### src/rtl/difftest_step_batcher.sv
// Batches per-cycle difftest commit counts into `step` values so the downstream
// nstep DPI is called less often; stops stepping once a non-zero result arrives.
module difftest_step_batcher #(
  parameter int STEP_WIDTH      = 8,
  parameter int IN_WIDTH        = 4,
  parameter int ACC_WIDTH       = 16,
  parameter int BATCH_THRESHOLD = 16,
  parameter int TIMEOUT         = 64
) (
  input  logic                  clock,
  input  logic                  reset,
  input  logic                  commit_valid,
  input  logic [IN_WIDTH-1:0]   commit_cnt,
  input  logic                  flush,
  input  logic [7:0]            simv_result,
  output logic [STEP_WIDTH-1:0] step,
  output logic [ACC_WIDTH-1:0]  pending,
  output logic                  halted,
  output logic                  overflow
);
  localparam int SW = ACC_WIDTH + 1;
  localparam int TW = (TIMEOUT > 1) ? $clog2(TIMEOUT) : 1;

  localparam logic [1:0] ST_RUN   = 2'd0;
  localparam logic [1:0] ST_DRAIN = 2'd1;
  localparam logic [1:0] ST_HALT  = 2'd2;

  localparam logic [SW-1:0] MAXS     = {{(SW-STEP_WIDTH){1'b0}}, {STEP_WIDTH{1'b1}}};
  localparam logic [SW-1:0] ACC_MAX  = {1'b0, {ACC_WIDTH{1'b1}}};
  localparam logic [SW-1:0] THRESH   = SW'(BATCH_THRESHOLD);
  localparam logic [TW-1:0] TMO_LAST = TW'(TIMEOUT - 1);

  logic [1:0]            state_q, state_d;
  logic [STEP_WIDTH-1:0] step_q, step_d;
  logic [ACC_WIDTH-1:0]  pending_q, pending_d;
  logic [TW-1:0]         timer_q, timer_d;
  logic                  overflow_q, overflow_d;

  logic [SW-1:0]         add_s;
  logic [SW-1:0]         sum_s;
  logic [SW-1:0]         rem_s;
  logic [STEP_WIDTH-1:0] emit_val_s;
  logic                  emit_s;
  logic                  halt_req_s;

  // Clamp a widened count into the accumulator range.
  function automatic logic [ACC_WIDTH-1:0] sat_acc(input logic [SW-1:0] v);
    logic [ACC_WIDTH-1:0] r;
    if (v > ACC_MAX) begin
      r = {ACC_WIDTH{1'b1}};
    end else begin
      r = v[ACC_WIDTH-1:0];
    end
    return r;
  endfunction

  // Shared arithmetic for this cycle: sum, clamped emit value, remainder, triggers.
  always_comb begin
    add_s = commit_valid ? SW'(commit_cnt) : {SW{1'b0}};
    sum_s = {1'b0, pending_q} + add_s;
    if (sum_s > MAXS) begin
      emit_val_s = {STEP_WIDTH{1'b1}};
    end else begin
      emit_val_s = sum_s[STEP_WIDTH-1:0];
    end
    rem_s      = sum_s - SW'(emit_val_s);
    halt_req_s = (simv_result != 8'h00);
    emit_s     = (sum_s >= THRESH)
              || ((timer_q == TMO_LAST) && (sum_s != {SW{1'b0}}))
              || (flush && (sum_s != {SW{1'b0}}));
  end

  // Next-state logic; a pending halt request beats any emit in the same cycle.
  always_comb begin
    state_d    = state_q;
    step_d     = {STEP_WIDTH{1'b0}};
    pending_d  = pending_q;
    timer_d    = timer_q;
    overflow_d = overflow_q;
    case (state_q)
      ST_RUN, ST_DRAIN: begin
        if (halt_req_s) begin
          state_d    = ST_HALT;
          pending_d  = sat_acc(sum_s);
          overflow_d = overflow_q | (sum_s > ACC_MAX);
        end else if ((state_q == ST_DRAIN) || emit_s) begin
          step_d     = emit_val_s;
          pending_d  = sat_acc(rem_s);
          overflow_d = overflow_q | (rem_s > ACC_MAX);
          timer_d    = {TW{1'b0}};
          if (state_q == ST_DRAIN) begin
            state_d = (rem_s == {SW{1'b0}}) ? ST_RUN : ST_DRAIN;
          end else if (flush && (rem_s != {SW{1'b0}})) begin
            state_d = ST_DRAIN;
          end else begin
            state_d = ST_RUN;
          end
        end else begin
          pending_d  = sat_acc(sum_s);
          overflow_d = overflow_q | (sum_s > ACC_MAX);
          timer_d    = (sum_s == {SW{1'b0}}) ? {TW{1'b0}} : timer_q + TW'(1);
        end
      end
      ST_HALT: begin
        state_d = ST_HALT;
      end
      default: begin
        // An illegal encoding stops stepping rather than risk spurious steps.
        state_d = ST_HALT;
      end
    endcase
  end

  // State registers with asynchronous active-low clear.
  always_ff @(posedge clock or negedge reset) begin
    if (!reset) begin
      state_q    <= ST_RUN;
      step_q     <= {STEP_WIDTH{1'b0}};
      pending_q  <= {ACC_WIDTH{1'b0}};
      timer_q    <= {TW{1'b0}};
      overflow_q <= 1'b0;
    end else begin
      state_q    <= state_d;
      step_q     <= step_d;
      pending_q  <= pending_d;
      timer_q    <= timer_d;
      overflow_q <= overflow_d;
    end
  end

  assign step     = step_q;
  assign pending  = pending_q;
  assign halted   = (state_q == ST_HALT);
  assign overflow = overflow_q;

endmodule
### config.mk
export PLATFORM = sky130hd
export DESIGN_NAME = difftest_step_batcher
export DESIGN_NICKNAME = d
export VERILOG_FILES = /design/src/rtl/difftest_step_batcher.sv
export SDC_FILE = /design/constraint.sdc
export NUM_CORES = 1
export LEC_CHECK = 0
export CORE_MARGIN = 4
export CORE_UTILIZATION = 40
export CTS_CLUSTER_DIAMETER = 40
export CTS_CLUSTER_SIZE = 40
export DETAILED_ROUTE_END_ITERATION = 7
export GPL_ROUTABILITY_DRIVEN = 0
export PLACE_DENSITY_LB_ADDON = 0.1
export SETUP_SLACK_MARGIN = 0.05
export SYNTH_ARGS = -nofsm -noshare
export SYNTH_HDL_FRONTEND = slang
export SYNTH_SLANG_ARGS = --single-unit
### constraint.sdc
create_clock -name clock -period 6.64 [get_ports clock]
set_input_delay 0.664 -clock clock [delete_from_list [all_inputs] [get_ports clock]]
set_output_delay 0.664 -clock clock [all_outputs]
set_load 0.01 [all_outputs]
# After elaboration in Yosys (flattened, before gate mapping)
# Index checks and enable logic that the tools add are counted.
# op_classes
shift	0
magnitude_cmp	4
mul	0
addsub	3
n_bitwise	3
muxes	19
n_eq_ne	4
div_mod_pow	0
reduce_logical	14
# ops
op	count
$mux 16	4
$gt 17x16->1 const B	2
$logic_not 17->1	2
$reduce_bool 17->1	2
$mux 8	4
$add 16x4->17	1
$ge 17x5->1 const B	1
$gt 17x8->1 const B	1
$sub 17x8->17	1
$mux 6	2
$reduce_bool 8->1	1
$add 6x1->6 const B	1
$eq 6x6->1 const B	1
$mux 2	3
$mux 1	5
$mux 4	1
$logic_and 1x1->1	3
$logic_or 1x1->1	3
$ne 3x3->1 const B	1
$eq 2x1->1 const B	1
$eq 2x2->1 const B	1
$logic_not 2->1	1
$or 1x1->1	2
$reduce_and 2->1	1
other kinds (2)	2
# totals
memories	0
ram_bits	0
latch_bits	0
out_inout_bits	26
mem_bits_ro	0
reg_bits	33

# Depth between registers and ports, before layout
# logic_depth
ltp_word	12
ltp_mapped	21
depth_no_buf	19

# Least setup slack after synthesis
# OpenSTA, ideal clock, no wires.
# synth_path
path_type	input port to flip-flop
from	input port commit_cnt[0]
to	register state_q[0]
path_slack_ps	2304
t_required_ps	6508
n_path_buf	3
stages	19
arrival_time_ps	4204
cell_sequence	and2_1 ha_1 inv_1 fa_1 nand2b_2 a211oi_2 nand4_1 and3_1 buf_6 a21o_4 nor2_2 nor2_1 inv_1 ha_1 clkbuf_1 clkbuf_1 o21ai_0 a2111oi_4 a21oi_1
# synth_between
elab_chain_len	12
# synth_lines
item	line_no	rtl
start, declared	13	input logic [IN_WIDTH-1:0] commit_cnt,
$mux 4 *	59	add_s = commit_valid ? SW'(commit_cnt) : {SW{1'b0}};
$add 16x4->17 *	60	sum_s = {1'b0, pending_q} + add_s;
$gt 17x8->1	61	if (sum_s > MAXS) begin
$mux 8	61	
$sub 17x8->17	66	rem_s = sum_s - SW'(emit_val_s);
$reduce_bool 17->1	93	end else if (flush && (rem_s != {SW{1'b0}})) begin
$logic_and 1x1->1	93	
$mux 1	93	
$mux 1	91	if (state_q == ST_DRAIN) begin
$mux 2	86	end else if ((state_q == ST_DRAIN) || emit_s) begin
$mux 2	82	if (halt_req_s) begin
$mux 2	80	case (state_q)
end signal, assigned	123	state_q <= state_d;
end, declared	33	logic [1:0] state_q, state_d;
# Every way passes the cells marked *; elsewhere a longest branch is shown, timed or not. The select of a mux whose other input is x is not followed.
# A chain may end at the register's enable or synchronous reset.

# Worst setup path in the final report
# layout_path
from	input port commit_valid
to	register pending_q[14] (netlist: pending[14])
# layout_between
elab_chain_len	9
# layout_lines
item	line_no	rtl
start, declared	12	input logic commit_valid,
$mux 4 *	59	
$add 16x4->17 *	60	
$gt 17x8->1 or $reduce_bool 17->1 (tied branches)	61, 69, 70	
$mux 8 or $logic_and 1x1->1 (tied branches)	61, 69	
$sub 17x8->17 or $logic_or 1x1->1 (tied branches)	66, 69	
$gt 17x16->1 or $logic_or 1x1->1 (tied branches)	49, 70	
$mux 16 or $logic_or 1x1->1 (tied branches)	49, 86	
$mux 16	86	
$mux 16 *	82	
end signal, assigned	119	pending_q <= {ACC_WIDTH{1'b0}};
end signal, assigned	125	pending_q <= pending_d;
end, declared	35	logic [ACC_WIDTH-1:0] pending_q, pending_d;
# Every way passes the cells marked *; elsewhere a longest branch is shown, timed or not.

==> results.yml <==
floorplan:
  fp.coreArea_um2: 6490
  die_h_um: 90.6
  io_pins: 42
  num_rows: 29
  die_w_um: 90.6
  die_area_um2: 8210
  start_util: 0.421
logic_synthesis:
  synth_nets: 352
  ys_seq_area_frac: 0.302
  ys_top_cells_by_area: "dfrtp_1, xnor2_1, nand2_1, a21oi_1, xor2_1"
  yosysTopAreaCellShare: 0.302
  synthArstFlopShare: 1.00
  synth_edf_count: 0
  ys_ff_latch: 33
  synth_cell_types: 70
  ys.flop_type: "dfrtp_1"
  synth_most_common_cell: "nand2_1"
  synth.top_cells.by_count: "nand2_1, dfrtp_1, nor2_1"
  syn_area_per_cell_um2: 8.30
  netlist_area_um2: 2730
  yosysTopAreaCell: "dfrtp_1"
  syn_inst: 329
  yosys_warnings: 0
timing:
  relSlewSlack: 0.229
  hold_viol: 0
  fmax_mhz: 182
  fin_crit_sh: 0.830
  setup_viol: 0
  tns_ns: 0
  setup_slack_ns: 1.13
  maxSlewViolCount: 0
  layout_min_cycle_time_ns: 5.51
  clock_skew_ns: 0.0126
  max_slew.worst_pin.slew_ns: 1.15
  rsz0062_at_grt: "no"
clock_tree:
  cts_tree: "built"
  htree_num_levels: 2
  cts-root-buf: "clkbuf_8"
  clk_pin_slew_ns: 0.08
  post-cts-setup-buffers: 0
  cts_sinks: 33
  hold_buffers: 0
  cts_inserted_buffers: 5
  clk_latency_ns: 0.30
  ctsResizeCount: 0
  clock_path_buffers: 2
run:
  max-cap-violations: 0
cells_and_area:
  fin_area_um2: 3290
  layout.cells.non_filler: 443
  nets: 389
  diodes: 0
  drive_gt1_frac: 0.0984
  area_growth_syn_to_layout_pct: 20.5
global_routing:
  grt_pass1_vias: 2624
  grt_max_degree: 36
  grtUsageTotal: 0.200
  overflow: 0
  grt_pass1_wl_um: 13600
  antenna_found_initial: 0
place:
  dp_hpwl_um: 5920
  dpl-instance-area_um2: 3190
  dp.cells: 436
  preCtsSetupSlack_ns: 0.885
  portBuffers: 41
detailed_routing:
  viasPerCell: 6.12
  drc: 0
  ant_nets: 0
  wl_per_cell_um: 18.2
  num_vias: 2712
  routed_wl_um: 8070
  drt-pass1-iter-count: 5
  drtIter0Drc: 371
power:
  power.leakage_nw: 1.30
  p_comb_frac: 0.222
  switchingPower_mw: 0.155
  power_density_nw_per_um2: 154
  seqPwrFrac: 0.398
  swShare: 0.307
  ir_drop_v: 0.0000886
  power.internal_mw: 0.352
  clkPwrFrac: 0.380
min_path:
  hold_class: "reg2reg"
worst_setup_path:
  setup.worst_path.start_class: "input pin"
  worst_ep_required_time_ns: 6.82
  end_kind: "flip-flop"
  cp.arrival_ns: 5.69
  worst-path-max-fanout: 21
  criticalPathCategory: "in2reg"
run_status:
  status: "completed"
## final cells by class
class / instances / area, um^2
clock buffers: 5 / 68.8
repair buffers: 45 / 440
inverters: 13 / 48.8
flip-flops and latches: 33 / 826
clock inverters: 2 / 35.0
fillers: 609 / 3200
well taps: 77 / 96.3
multi-input cells: 268 / 1780
## per-stage QoR
stage           util  hold slack [ns]  total power [mW]
4_1_cts        0.507            0.487             0.510
6_report       0.507            0.490             0.507
2_1_floorplan      -            0.368             0.280
5_1_grt        0.507            0.516             0.526
3_5_place_dp   0.491            0.459             0.315
3_3_place_gp   0.491            0.471             0.315
## metal layers
metal	global-route usage	part of all wire	wire, um	up-vias
met5	0	0	0	-
met4	0.0472	0.0099	80	0
met3	0.0442	0.084	677	8
met2	0.316	0.45	3660	136
met1	0.278	0.45	3650	1273
li1	-	-	-	1295
## power by group through the flow
stage	clock network, mW	logic, mW	registers (mW)
finish	0.193	0.112	0.202
global route	0.201	0.123	0.202
floorplan	0	0.0748	0.206
CTS	0.197	0.111	0.202
detailed placement	0	0.110	0.206
global placement	0	0.110	0.206
## worst max-delay path: stages
cell and delay, ns:
clkdlybuf4s50_1 0.50, and2_1 0.14, ha_1 0.20, inv_1 0.07
fa_1 0.42, nand2b_2 0.26, a211oi_2 0.31, nand4_1 0.13
and3_1 0.32, a21o_4 0.25, nor2_2 0.49, nor2_1 0.12
inv_1 0.08, ha_1 0.63, o41a_1 0.28, o31ai_2 0.14
buf_4 0.22, a21o_1 0.17, a21oi_1 0.16, o21ai_1 0.10
## final timing paths
path,startpoint,cells past startpoint,endpoint,slack (ns)
min in group asynchronous,reset,2,pending[6]$_DFFE_PN0P_,0.77
max,commit_valid,20,pending[14]$_DFFE_PN0P_,1.13
max reg2reg,pending[0]$_DFFE_PN0P_,18,pending[14]$_DFFE_PN0P_,1.74
min,timer_q[3]$_DFFE_PN0P_,1,timer_q[3]$_DFFE_PN0P_,0.49
min reg2reg,timer_q[3]$_DFFE_PN0P_,1,timer_q[3]$_DFFE_PN0P_,0.49
max in group asynchronous,reset,2,pending[3]$_DFFE_PN0P_,5.54
## cells in the final DEF (no fill, tap or decap), types with 2 or more instances in the layout
master and n:
o31ai_1 3, ha_1 6, a21oi_1 20, nor3_2 2, or3_1 5, o21ai_1 16, nor4_1 9, nand4_1 6
a211oi_1 3, buf_4 4, or4_1 3, nor2_1 23, a21o_1 3, o32ai_1 3, o21a_1 2, dfrtp_1 33
nor3_1 3, inv_1 12, or2_2 2, clkdlybuf4s50_1 41, clkbuf_8 5, and2_1 3, xnor2_1 16, o211ai_1 6
o22ai_1 10, o21ai_0 14, o31ai_2 2, xor2_1 10, nand3_1 15, nand2_1 37, and3_1 9
## flip-flops by register name, indices dropped and copies added (netlist names)
name      count
timer_q       6
step          8
pending      16
state_q       2
overflow      1
## kinds of logic (layout without fill, tap and decap cells)
kind of cell,Yosys count,in the layout,share of synthesized area
AO/OA/AOI/OAI,105,105,0.279
buffers and inverters,28,65,0.0476
multiplexers,1,1,0.00366
adder cells (fa/ha/maj),7,7,0.0348
AND/OR/NAND/NOR,128,128,0.244
flip-flops,33,33,0.302
XOR/XNOR,27,27,0.0893
No activity file was read; power rests on OpenSTA's default activity.
==> patch (same settings) <==
Change the parameter `ACC_WIDTH` from 16 to 14.
--- a/src/rtl/difftest_step_batcher.sv
+++ b/src/rtl/difftest_step_batcher.sv
@@ -3,7 +3,7 @@
 module difftest_step_batcher #(
   parameter int STEP_WIDTH      = 8,
   parameter int IN_WIDTH        = 4,
-  parameter int ACC_WIDTH       = 16,
+  parameter int ACC_WIDTH       = 14,
   parameter int BATCH_THRESHOLD = 16,
   parameter int TIMEOUT         = 64
 ) (
Ports: changed (resized pending); port bits go from 42 to 40. The function was not compared with the original's and may differ.
==> patch against the unedited design <==
Sequential share of layout area is 1.1 points higher; synthesized cell count decreased by 14%; power is 15% lower; wire length fell by 15%; area after synthesis down 9.3%; count of clock-buffer cells in the layout is the same; critical path depth is 5 lower; sequential cell count down 2; worst setup slack gained 0.32 ns; core utilization down 0.92 points; cell area fell by 10%; largest power group unchanged; highest routed layer unchanged.
==> patch: results (changes against the unedited design) <==
Drt
  – Wirelength per Cell: 17.6 um (-3.5%)
  – Via count: 2378 (-12%)
  – DRT iter0 DRCs: 201 (-46%)
  – Pre-Repair DR Iteration Count: 6 (+1)

Global route
  – Largest net degree at the start of global routing: 32 (-11%)
  – First-pass GRT wire length: 11.6 mm (-14%)

Min path
  – Hold wc startpoint: overflow
  – Hold EP: overflow

Yosys
  – Post-Synth XOR/XNOR Area: 0.0808 (-0.00848)
  – Synth top cells by count: dfrtp_1 (31), nand2_1 (25), a21oi_1 (19)
  – Mean Syn Cell Area: 8.75 sq um (+5.4%)
  – Syn_nets: 306 (-13%)
  – Synth area leaders: dfrtp_1 (31%), xnor2_1 (6.4%), a21oi_1 (3.8%)
  – Synth Area in Adders: 0.0384 (+0.00359)
  – Cell variety after synth: 62 (-11%)
  – Register area share after synthesis: 0.313 (+0.0110)
  – Mux contribution to synthesized area: 0.00808 (+0.00442)
  – Synth Area in Compound Gates: 0.267 (-0.0117)

Worst setup path
  – Worst EP arrival: 5.29 ns (-0.40 ns)
  – Largest stage delay, worst path: 0.60 ns (-0.03 ns)
  – Worst reg-to-reg setup slack: 2.09 ns (+0.35 ns)
  – Critical-path maximum fanout: 12 (-43%)
  – Slowest-stage cell, CP: nor2_1
  – R2r endpoint: pending[10]
  – Reg2Reg Depth: 13 (-5)

Power
  – Worst ir drop on vdd: 0.108 mV (+22%)
  – Leakage Power: 1.21 nW (-7.0%)
  – P_int: 0.298 mW (-15%)

STA
  – Worst-Margin Slew: 0.964 ns (-0.185 ns)
  – Peak Freq: 0.193 GHz (+6.1%)
  – Final Skew: 0.00718 ns (-0.00538 ns)
  – Min Hold Slack: 0.474 ns (-0.0155 ns)

Layout
  – Layout cell share with drive strength beyond 1: 0.0820 (-0.0163)
  – Final net count: 339 (-13%)
  – Largest register FFs: 14 (-2)

Placement
  – Dpl hpwl: 5.12 mm (-14%)
  – Dpl cell area: 2870 sq um (-9.8%)
  – Placed cells: 384 (-12%)
  – Post-Place Setup Slack: 1.22 ns (+0.339 ns)
  – Port buffer count: 39 (-4.9%)

CTS
  – Number of CTS-inserted buffers: 5 (unchanged)

Outcome
  – Outcome: complete, no violations
[patch: cell count changes after synthesis, sizes merged, moves of 5 or more]
cell | unedited run | this run
o21ai | 32 | 17
nand2 | 37 | 25
nor2 | 25 | 14
o22ai | 10 | 0
a222oi | 0 | 8
xor2 | 11 | 3
nor4 | 9 | 3
o211ai | 7 | 1
nand3 | 15 | 10
nor3 | 5 | 10
[patch: kinds of logic after synthesis]
logic type	count (synthesis)
XOR/XNOR	22
buffers and inverters	31
adder cells (fa/ha/maj)	7
AND/OR/NAND/NOR	102
AO/OA/AOI/OAI	88
multiplexers	2
flip-flops	31
[patch: worst max-delay path by stage]
stage | from | to | cells past startpoint
after floorplan | commit_cnt[0] | state_q[0] | 17
after global placement | commit_valid | pending[0] | 15
after detailed placement | commit_valid | pending[10] | 15
after CTS | commit_valid | pending[10] | 15
after global routing | commit_valid | pending[3] | 13
final | commit_valid | pending[10] | 15
[patch: layer usage]
metal | track usage | part of all wire | routed length (um) | up-vias
li1 | - | - | - | 1143
met1 | 0.291 | 0.49 | 3380 | 1126
met2 | 0.275 | 0.43 | 2970 | 101
met3 | 0.0485 | 0.066 | 456 | 8
met4 | 0.0609 | 0.012 | 86 | 0
met5 | 0 | 0 | 0 | -
[patch: area by class of cell]
cell class                 instances  area (sq um)
timing repair buffer              40           398
fill                             604          2990
tap                               75          93.8
clock buffer                       5          68.8
inverter                          17          63.8
clock inverter                     3          20.0
multi-input combinational        221          1540
sequential                        31           776
[patch: power groups by stage]
stage               sequential [mW]  combinational (mW)  clock (mW)
floorplan                     0.193              0.0645           0
detailed placement            0.193              0.0912           0
finish                        0.189              0.0926       0.152
global route                  0.189               0.103       0.166
CTS                           0.189              0.0919       0.157
global placement              0.193              0.0923           0
[patch: critical path, delay by kind of cell]
| kind | cells | cell delay, ns |
|---|---|---|
| buffers and inverters | 2 | 0.57 |
| adder cells (fa/ha/maj) | 3 | 1.15 |
| AND/OR/NAND/NOR | 6 | 1.81 |
| XOR/XNOR | 1 | 0.30 |
| AO/OA/AOI/OAI | 3 | 0.78 |
